--- src/rtl/imem_loader_pkg.sv ---
// Shared types and constants for the instruction memory loader.
package imem_loader_pkg;

    typedef enum logic [2:0] {
        HDR_HI,
        HDR_LO,
        DATA_HI,
        DATA_LO,
        CHK,
        DONE,
        ERR
    } state_t;

    localparam logic [7:0] CHK_INIT = 8'h00;
    localparam int         WORD_W   = 16;
    localparam int         BYTE_W   = 8;

endpackage

--- src/rtl/loader_xsum.sv ---
// XOR accumulator for the payload checksum of an instruction load.
// Clear has priority over enable so a restart always begins from CHK_INIT.
module loader_xsum
    import imem_loader_pkg::*;
(
    input  logic              clk,
    input  logic              rst_n,
    input  logic              clr,
    input  logic              en,
    input  logic [BYTE_W-1:0] din,
    output logic [BYTE_W-1:0] sum
);

    logic [BYTE_W-1:0] sum_q;
    logic [BYTE_W-1:0] sum_d;

    // Next accumulator value: clear, fold in a byte, or hold.
    always_comb begin
        sum_d = sum_q;
        if (clr) begin
            sum_d = CHK_INIT;
        end else if (en) begin
            sum_d = sum_q ^ din;
        end
    end

    // Accumulator register.
    always_ff @(posedge clk or negedge rst_n) begin
        if (!rst_n) begin
            sum_q <= CHK_INIT;
        end else begin
            sum_q <= sum_d;
        end
    end

    assign sum = sum_q;

endmodule

--- src/rtl/imem_loader.sv ---
// Instruction memory loader: frames a byte stream as a 16-bit word count,
// big-endian 16-bit instructions and (optionally) an XOR checksum, writes
// each word to the instruction RAM and releases the CPU reset on success.
// Build option: define LOADER_CHECKSUM_EN to add the trailing checksum byte
// and its compare; without it a load completes after the last word.
module imem_loader
    import imem_loader_pkg::*;
#(
    parameter int ADDR_W = 8
) (
    input  logic              clk,
    input  logic              rst_n,
    input  logic [7:0]        s_data,
    input  logic              s_valid,
    output logic              s_ready,
    input  logic              reload,
    output logic              mem_we,
    output logic [ADDR_W-1:0] mem_addr,
    output logic [15:0]       mem_wdata,
    output logic [15:0]       words_loaded,
    output logic              done,
    output logic              err,
    output logic              cpu_rst_n
);

    // Word count is 16 bits wide, so compare against DEPTH with one extra
    // bit to cover a full 2**16-word memory.
    localparam int               DEPTH   = 1 << ADDR_W;
    localparam logic [WORD_W:0]  DEPTH_W = 17'(DEPTH);

    state_t              state_q, state_d;
    logic [WORD_W-1:0]   count_q, count_d;
    logic [BYTE_W-1:0]   hi_q, hi_d;
    logic                mem_we_q, mem_we_d;
    logic [ADDR_W-1:0]   mem_addr_q, mem_addr_d;
    logic [WORD_W-1:0]   mem_wdata_q, mem_wdata_d;
    logic [WORD_W-1:0]   words_q, words_d;
    logic                done_q, done_d;
    logic                err_q, err_d;

    logic                accept;
    logic [WORD_W-1:0]   hdr_count;
    logic                oversize;
    logic                last_word;

    assign s_ready   = !reload && (state_q inside {HDR_HI, HDR_LO, DATA_HI, DATA_LO, CHK});
    assign accept    = s_valid && s_ready;
    assign hdr_count = {count_q[15:8], s_data};
    assign oversize  = {1'b0, hdr_count} > DEPTH_W;
    assign last_word = (words_q + 16'd1) == count_q;

`ifdef LOADER_CHECKSUM_EN
    logic [BYTE_W-1:0] xsum;
    logic              xsum_en;

    assign xsum_en = accept && ((state_q == DATA_HI) || (state_q == DATA_LO));

    loader_xsum u_xsum (
        .clk   (clk),
        .rst_n (rst_n),
        .clr   (reload),
        .en    (xsum_en),
        .din   (s_data),
        .sum   (xsum)
    );
`endif

    // Framing state machine and write-port/status next values.
    always_comb begin
        state_d     = state_q;
        count_d     = count_q;
        hi_d        = hi_q;
        mem_we_d    = 1'b0;
        mem_addr_d  = mem_addr_q;
        mem_wdata_d = mem_wdata_q;
        words_d     = words_q;
        done_d      = done_q;
        err_d       = err_q;

        if (reload) begin
            state_d = HDR_HI;
            count_d = '0;
            words_d = '0;
            done_d  = 1'b0;
            err_d   = 1'b0;
        end else begin
            case (state_q)
                HDR_HI: begin
                    if (accept) begin
                        count_d = {s_data, 8'h00};
                        state_d = HDR_LO;
                    end
                end
                HDR_LO: begin
                    if (accept) begin
                        count_d = hdr_count;
                        if (oversize) begin
                            err_d   = 1'b1;
                            state_d = ERR;
                        end else if (hdr_count == '0) begin
`ifdef LOADER_CHECKSUM_EN
                            state_d = CHK;
`else
                            state_d = DONE;
`endif
                        end else begin
                            state_d = DATA_HI;
                        end
                    end
                end
                DATA_HI: begin
                    if (accept) begin
                        hi_d    = s_data;
                        state_d = DATA_LO;
                    end
                end
                DATA_LO: begin
                    if (accept) begin
                        mem_we_d    = 1'b1;
                        mem_addr_d  = words_q[ADDR_W-1:0];
                        mem_wdata_d = {hi_q, s_data};
                        words_d     = words_q + 16'd1;
                        if (last_word) begin
`ifdef LOADER_CHECKSUM_EN
                            state_d = CHK;
`else
                            state_d = DONE;
`endif
                        end else begin
                            state_d = DATA_HI;
                        end
                    end
                end
`ifdef LOADER_CHECKSUM_EN
                CHK: begin
                    if (accept) begin
                        if (s_data == xsum) begin
                            done_d  = 1'b1;
                            state_d = DONE;
                        end else begin
                            err_d   = 1'b1;
                            state_d = ERR;
                        end
                    end
                end
`endif
                DONE: begin
`ifndef LOADER_CHECKSUM_EN
                    done_d = 1'b1;
`endif
                end
                ERR: begin
                    state_d = ERR;
                end
                default: begin
                    state_d = HDR_HI;
                end
            endcase
        end
    end

    // State, framing and output registers.
    always_ff @(posedge clk or negedge rst_n) begin
        if (!rst_n) begin
            state_q     <= HDR_HI;
            count_q     <= '0;
            hi_q        <= '0;
            mem_we_q    <= 1'b0;
            mem_addr_q  <= '0;
            mem_wdata_q <= '0;
            words_q     <= '0;
            done_q      <= 1'b0;
            err_q       <= 1'b0;
        end else begin
            state_q     <= state_d;
            count_q     <= count_d;
            hi_q        <= hi_d;
            mem_we_q    <= mem_we_d;
            mem_addr_q  <= mem_addr_d;
            mem_wdata_q <= mem_wdata_d;
            words_q     <= words_d;
            done_q      <= done_d;
            err_q       <= err_d;
        end
    end

    assign mem_we       = mem_we_q;
    assign mem_addr     = mem_addr_q;
    assign mem_wdata    = mem_wdata_q;
    assign words_loaded = words_q;
    assign done         = done_q;
    assign err          = err_q;
    assign cpu_rst_n    = done_q;

endmodule

--- config.mk ---
export PLATFORM = sky130hd
export DESIGN_NAME = imem_loader
export DESIGN_NICKNAME = d
export VERILOG_FILES = /design/src/rtl/imem_loader_pkg.sv /design/src/rtl/loader_xsum.sv /design/src/rtl/imem_loader.sv
export SDC_FILE = /design/constraint.sdc
export NUM_CORES = 1
export LEC_CHECK = 0
export CORE_ASPECT_RATIO = 0.7
export CORE_MARGIN = 8
export CORE_UTILIZATION = 40
export DETAILED_ROUTE_END_ITERATION = 12
export SLEW_MARGIN = 30
export SYNTH_ARGS = -nofsm -noshare
export SYNTH_HDL_FRONTEND = slang
export SYNTH_HIERARCHICAL = 1
export SYNTH_SLANG_ARGS = --single-unit
--- constraint.sdc ---
create_clock -name clk -period 2.5 [get_ports clk]
set_clock_uncertainty 0.1 [all_clocks]
set_input_delay 0.5 -clock clk [delete_from_list [all_inputs] [get_ports clk]]
set_output_delay 0.5 -clock clk [all_outputs]
set_load 0.005 [all_outputs]
==> results_dict.tcl <==
set metrics [dict create \
    cts_buffers 9 \
    ys_ff_latch 70 \
    synth.area.top_cells "dfrtp_1 50%, mux2_2 7.7%, xor2_1 5.0%, nand2_1 4.5%, a22o_1 4.3%" \
    gp_routability_congestion 0.844 \
    start_kind "flip-flop" \
    clockRootBuffer "clkbuf_16" \
    synthArstFlopShare 1.00 \
    first_pass_iters 6 \
    p_per_area_nw_per_um2 673 \
    core_area_um2 8480 \
    cp_max_fo 3 \
    hpwl_mm 6.22 \
    hold_viol 0 \
    crit_slowest_cell "clkdlybuf4s50_1" \
    syn-num-nets 341 \
    place.port_buffers 56 \
    total_power_mw 3.10 \
    final_layout_size_suffix_gt1_frac 0.206 \
    placementRows 28 \
    path_class "flip-flop to output pin" \
    path_clk_slew_ns 0.06 \
    htreeDepth 3 \
    layout_min_cycle_time_ns 2.33 \
    rrSetupSlack_ns 0.25 \
    grt_overflow 0 \
    max-cap-violations 0 \
    start_util 0.413 \
    avgRoutedWirePerCell_um 16.6 \
    synth_area_per_cell_um2 10.7 \
    yosysSeqAreaShare 0.500 \
    die_w_um 128 \
    cpPeakStageDelay_ns 0.53 \
    cts.path.max_buffers 2 \
    finalSetupViolCount 0 \
    antennaDiodeCount 0 \
    grt_antenna_before_repair 0 \
    postCtsHoldBufs 0 \
    ctsResizeCount 0 \
    via_per_inst 5.24 \
    syn_inst 328 \
    grt_pass1_vias 2761 \
    period_share 0.933 \
    final_nets 416 \
    areaGrowthSynthToFinish_pct 31.7 \
    synth_warnings 6 \
    ys.flop_type "dfrtp_1" \
    netlist_area_um2 3500 \
    crit_chain "or2_2, a21oi_1, clkdlybuf4s50_1" \
    relSlewSlack 0.387 \
    grt_max_degree 71 \
    vias 2767 \
    fmax_mhz 429 \
    die_h_um 94.3 \
    required_ns 1.90 \
    yosysUniqueCellTypes 47 \
    clock_latency_ns 0.34 \
    cp.arrival_ns 1.73 \
    status "completed" \
    ant_nets 0 \
    nFillCells 815 \
    critical_path.top_delay_family "buffers and inverters" \
    final_area_um2 4610 \
    wirelength_mm 8.76 \
    slew_violations 0 \
    gr-usage-all-layers 0.155 \
    hp-class "input port to asynchronous set/reset pin" \
    fin_setup_tns_ns 0 \
    tightest_slew_ns 0.918 \
    dieArea_um2 12100 \
    tritoncts "built" \
    path_buf_inv 1 \
    leakage_nw 2.08 \
    cts_setup_buffers 0 \
    crit_path_end_kind "output pin" \
    ir_drop_v 0.000448 \
    pin_count 57 \
    cts_sinks 70 \
    drc_errors 0 \
    rsz0062_at_grt "no" \
    postPlaceCellArea_um2 4330 \
    synth-edff-count 0 \
    drt_iter0_markers 171 \
    grt_pass1_wl_mm 14.6 \
    yosysTopAreaCell "dfrtp_1" \
    synth_top_area_frac 0.500 \
]
placed cells by master, fill, tap and decap left out, types with 2 or more instances in the layout:
cell type	count
a21o_1	2
clkbuf_16	9
and4_1	3
nor3b_2	2
xor2_1	20
nand2_1	42
a31oi_1	2
mux2_2	24
inv_6	3
inv_1	3
or3_1	4
mux2i_1	5
nor4_1	4
o21ai_0	8
a21oi_1	13
o2bb2ai_1	2
clkinvlp_4	2
nor2_1	27
buf_4	27
nand4_1	2
dfrtp_1	70
xnor2_1	14
nor3_1	6
clkdlybuf4s50_1	55
and3_1	3
nand3_1	12
a22o_1	17
buf_12	2
nand4_2	3
report_power, final:
part           leakage (nW)  switching [mW]  internal [mW]
sequential            0.951          0.0984           1.29
combinational         0.994           0.209          0.303
clock                 0.133           0.526          0.681
cell families after synthesis:
group	after synthesis	share of synthesized area
AOI/OAI and AO/OA	51	0.104
xor gates and xnor gates	34	0.0850
adders and majority gates	1	0.00357
buffers and inverters	24	0.0371
DFF	70	0.500
muxes	29	0.0914
and+or+nand+nor	119	0.179
final timing paths:
check / from / end / cells after the start
setup / recovery: state_q[0] / s_ready / 3
hold / removal: rst_n / mem_addr[4] / 2
setup reg to reg: words_loaded[1] / state_q[1] / 8
hold reg to reg: hi_q[0] / mem_wdata[8] / 2
max in group asynchronous: rst_n / mem_wdata[15] / 2
min in group clk: hi_q[0] / mem_wdata[8] / 2
state kept, by name, indices dropped and copies added (netlist names):
| signal | count |
|---|---|
| count_q | 16 |
| cpu_rst_n | 1 |
| state_q | 3 |
| words_loaded | 16 |
| hi_q | 8 |
| mem_wdata | 16 |
| mem_addr | 8 |
| err | 1 |
| mem_we | 1 |
metal layers:
layer | part of all wire | track usage | wire, µm
met1 | 0.48 | 0.214 | 4230
met4 | 0.012 | 0.0502 | 107
met5 | 0 | 0 | 0
met3 | 0.085 | 0.0567 | 748
met2 | 0.42 | 0.219 | 3670
final cells by class:
| cell class | count | area, µm² | share of cell area |
|---|---|---|---|
| timing repair buffer | 85 | 798 | 0.173 |
| tap | 120 | 150 | 0.0325 |
| clock inverter | 7 | 55.1 | 0.0119 |
| sequential | 70 | 1750 | 0.380 |
| multi-input combinational | 234 | 1620 | 0.352 |
| clock buffer | 9 | 225 | 0.0488 |
| inverter | 3 | 11.3 | 0.00244 |
metrics by stage:
stage                     hold slack, ns   util  setup WS (ns)  instances
final                             0.0918  0.544          0.169        528
after global routing               0.115  0.544          0.108        528
after CTS                          0.103  0.544          0.155        528
after detailed placement           0.354  0.511         0.0439        512
after global placement             0.347  0.511         0.0395        512
after floorplan                    0.104      -          0.416        328
cells in the mapped netlist (all sizes together) (3+ instances only):
master	count
and3	4
xor2	20
nand2	42
a22o	17
nor2	28
inv	3
buf	14
nand3	13
mux2i	5
nand4	5
mux2	24
clkbuf	7
o21ai	8
nor3	7
or3	4
nor4	6
a21oi	14
nor3b	3
xnor2	14
and4	3
dfrtp	70
Power figures use the tool's default switching activity.
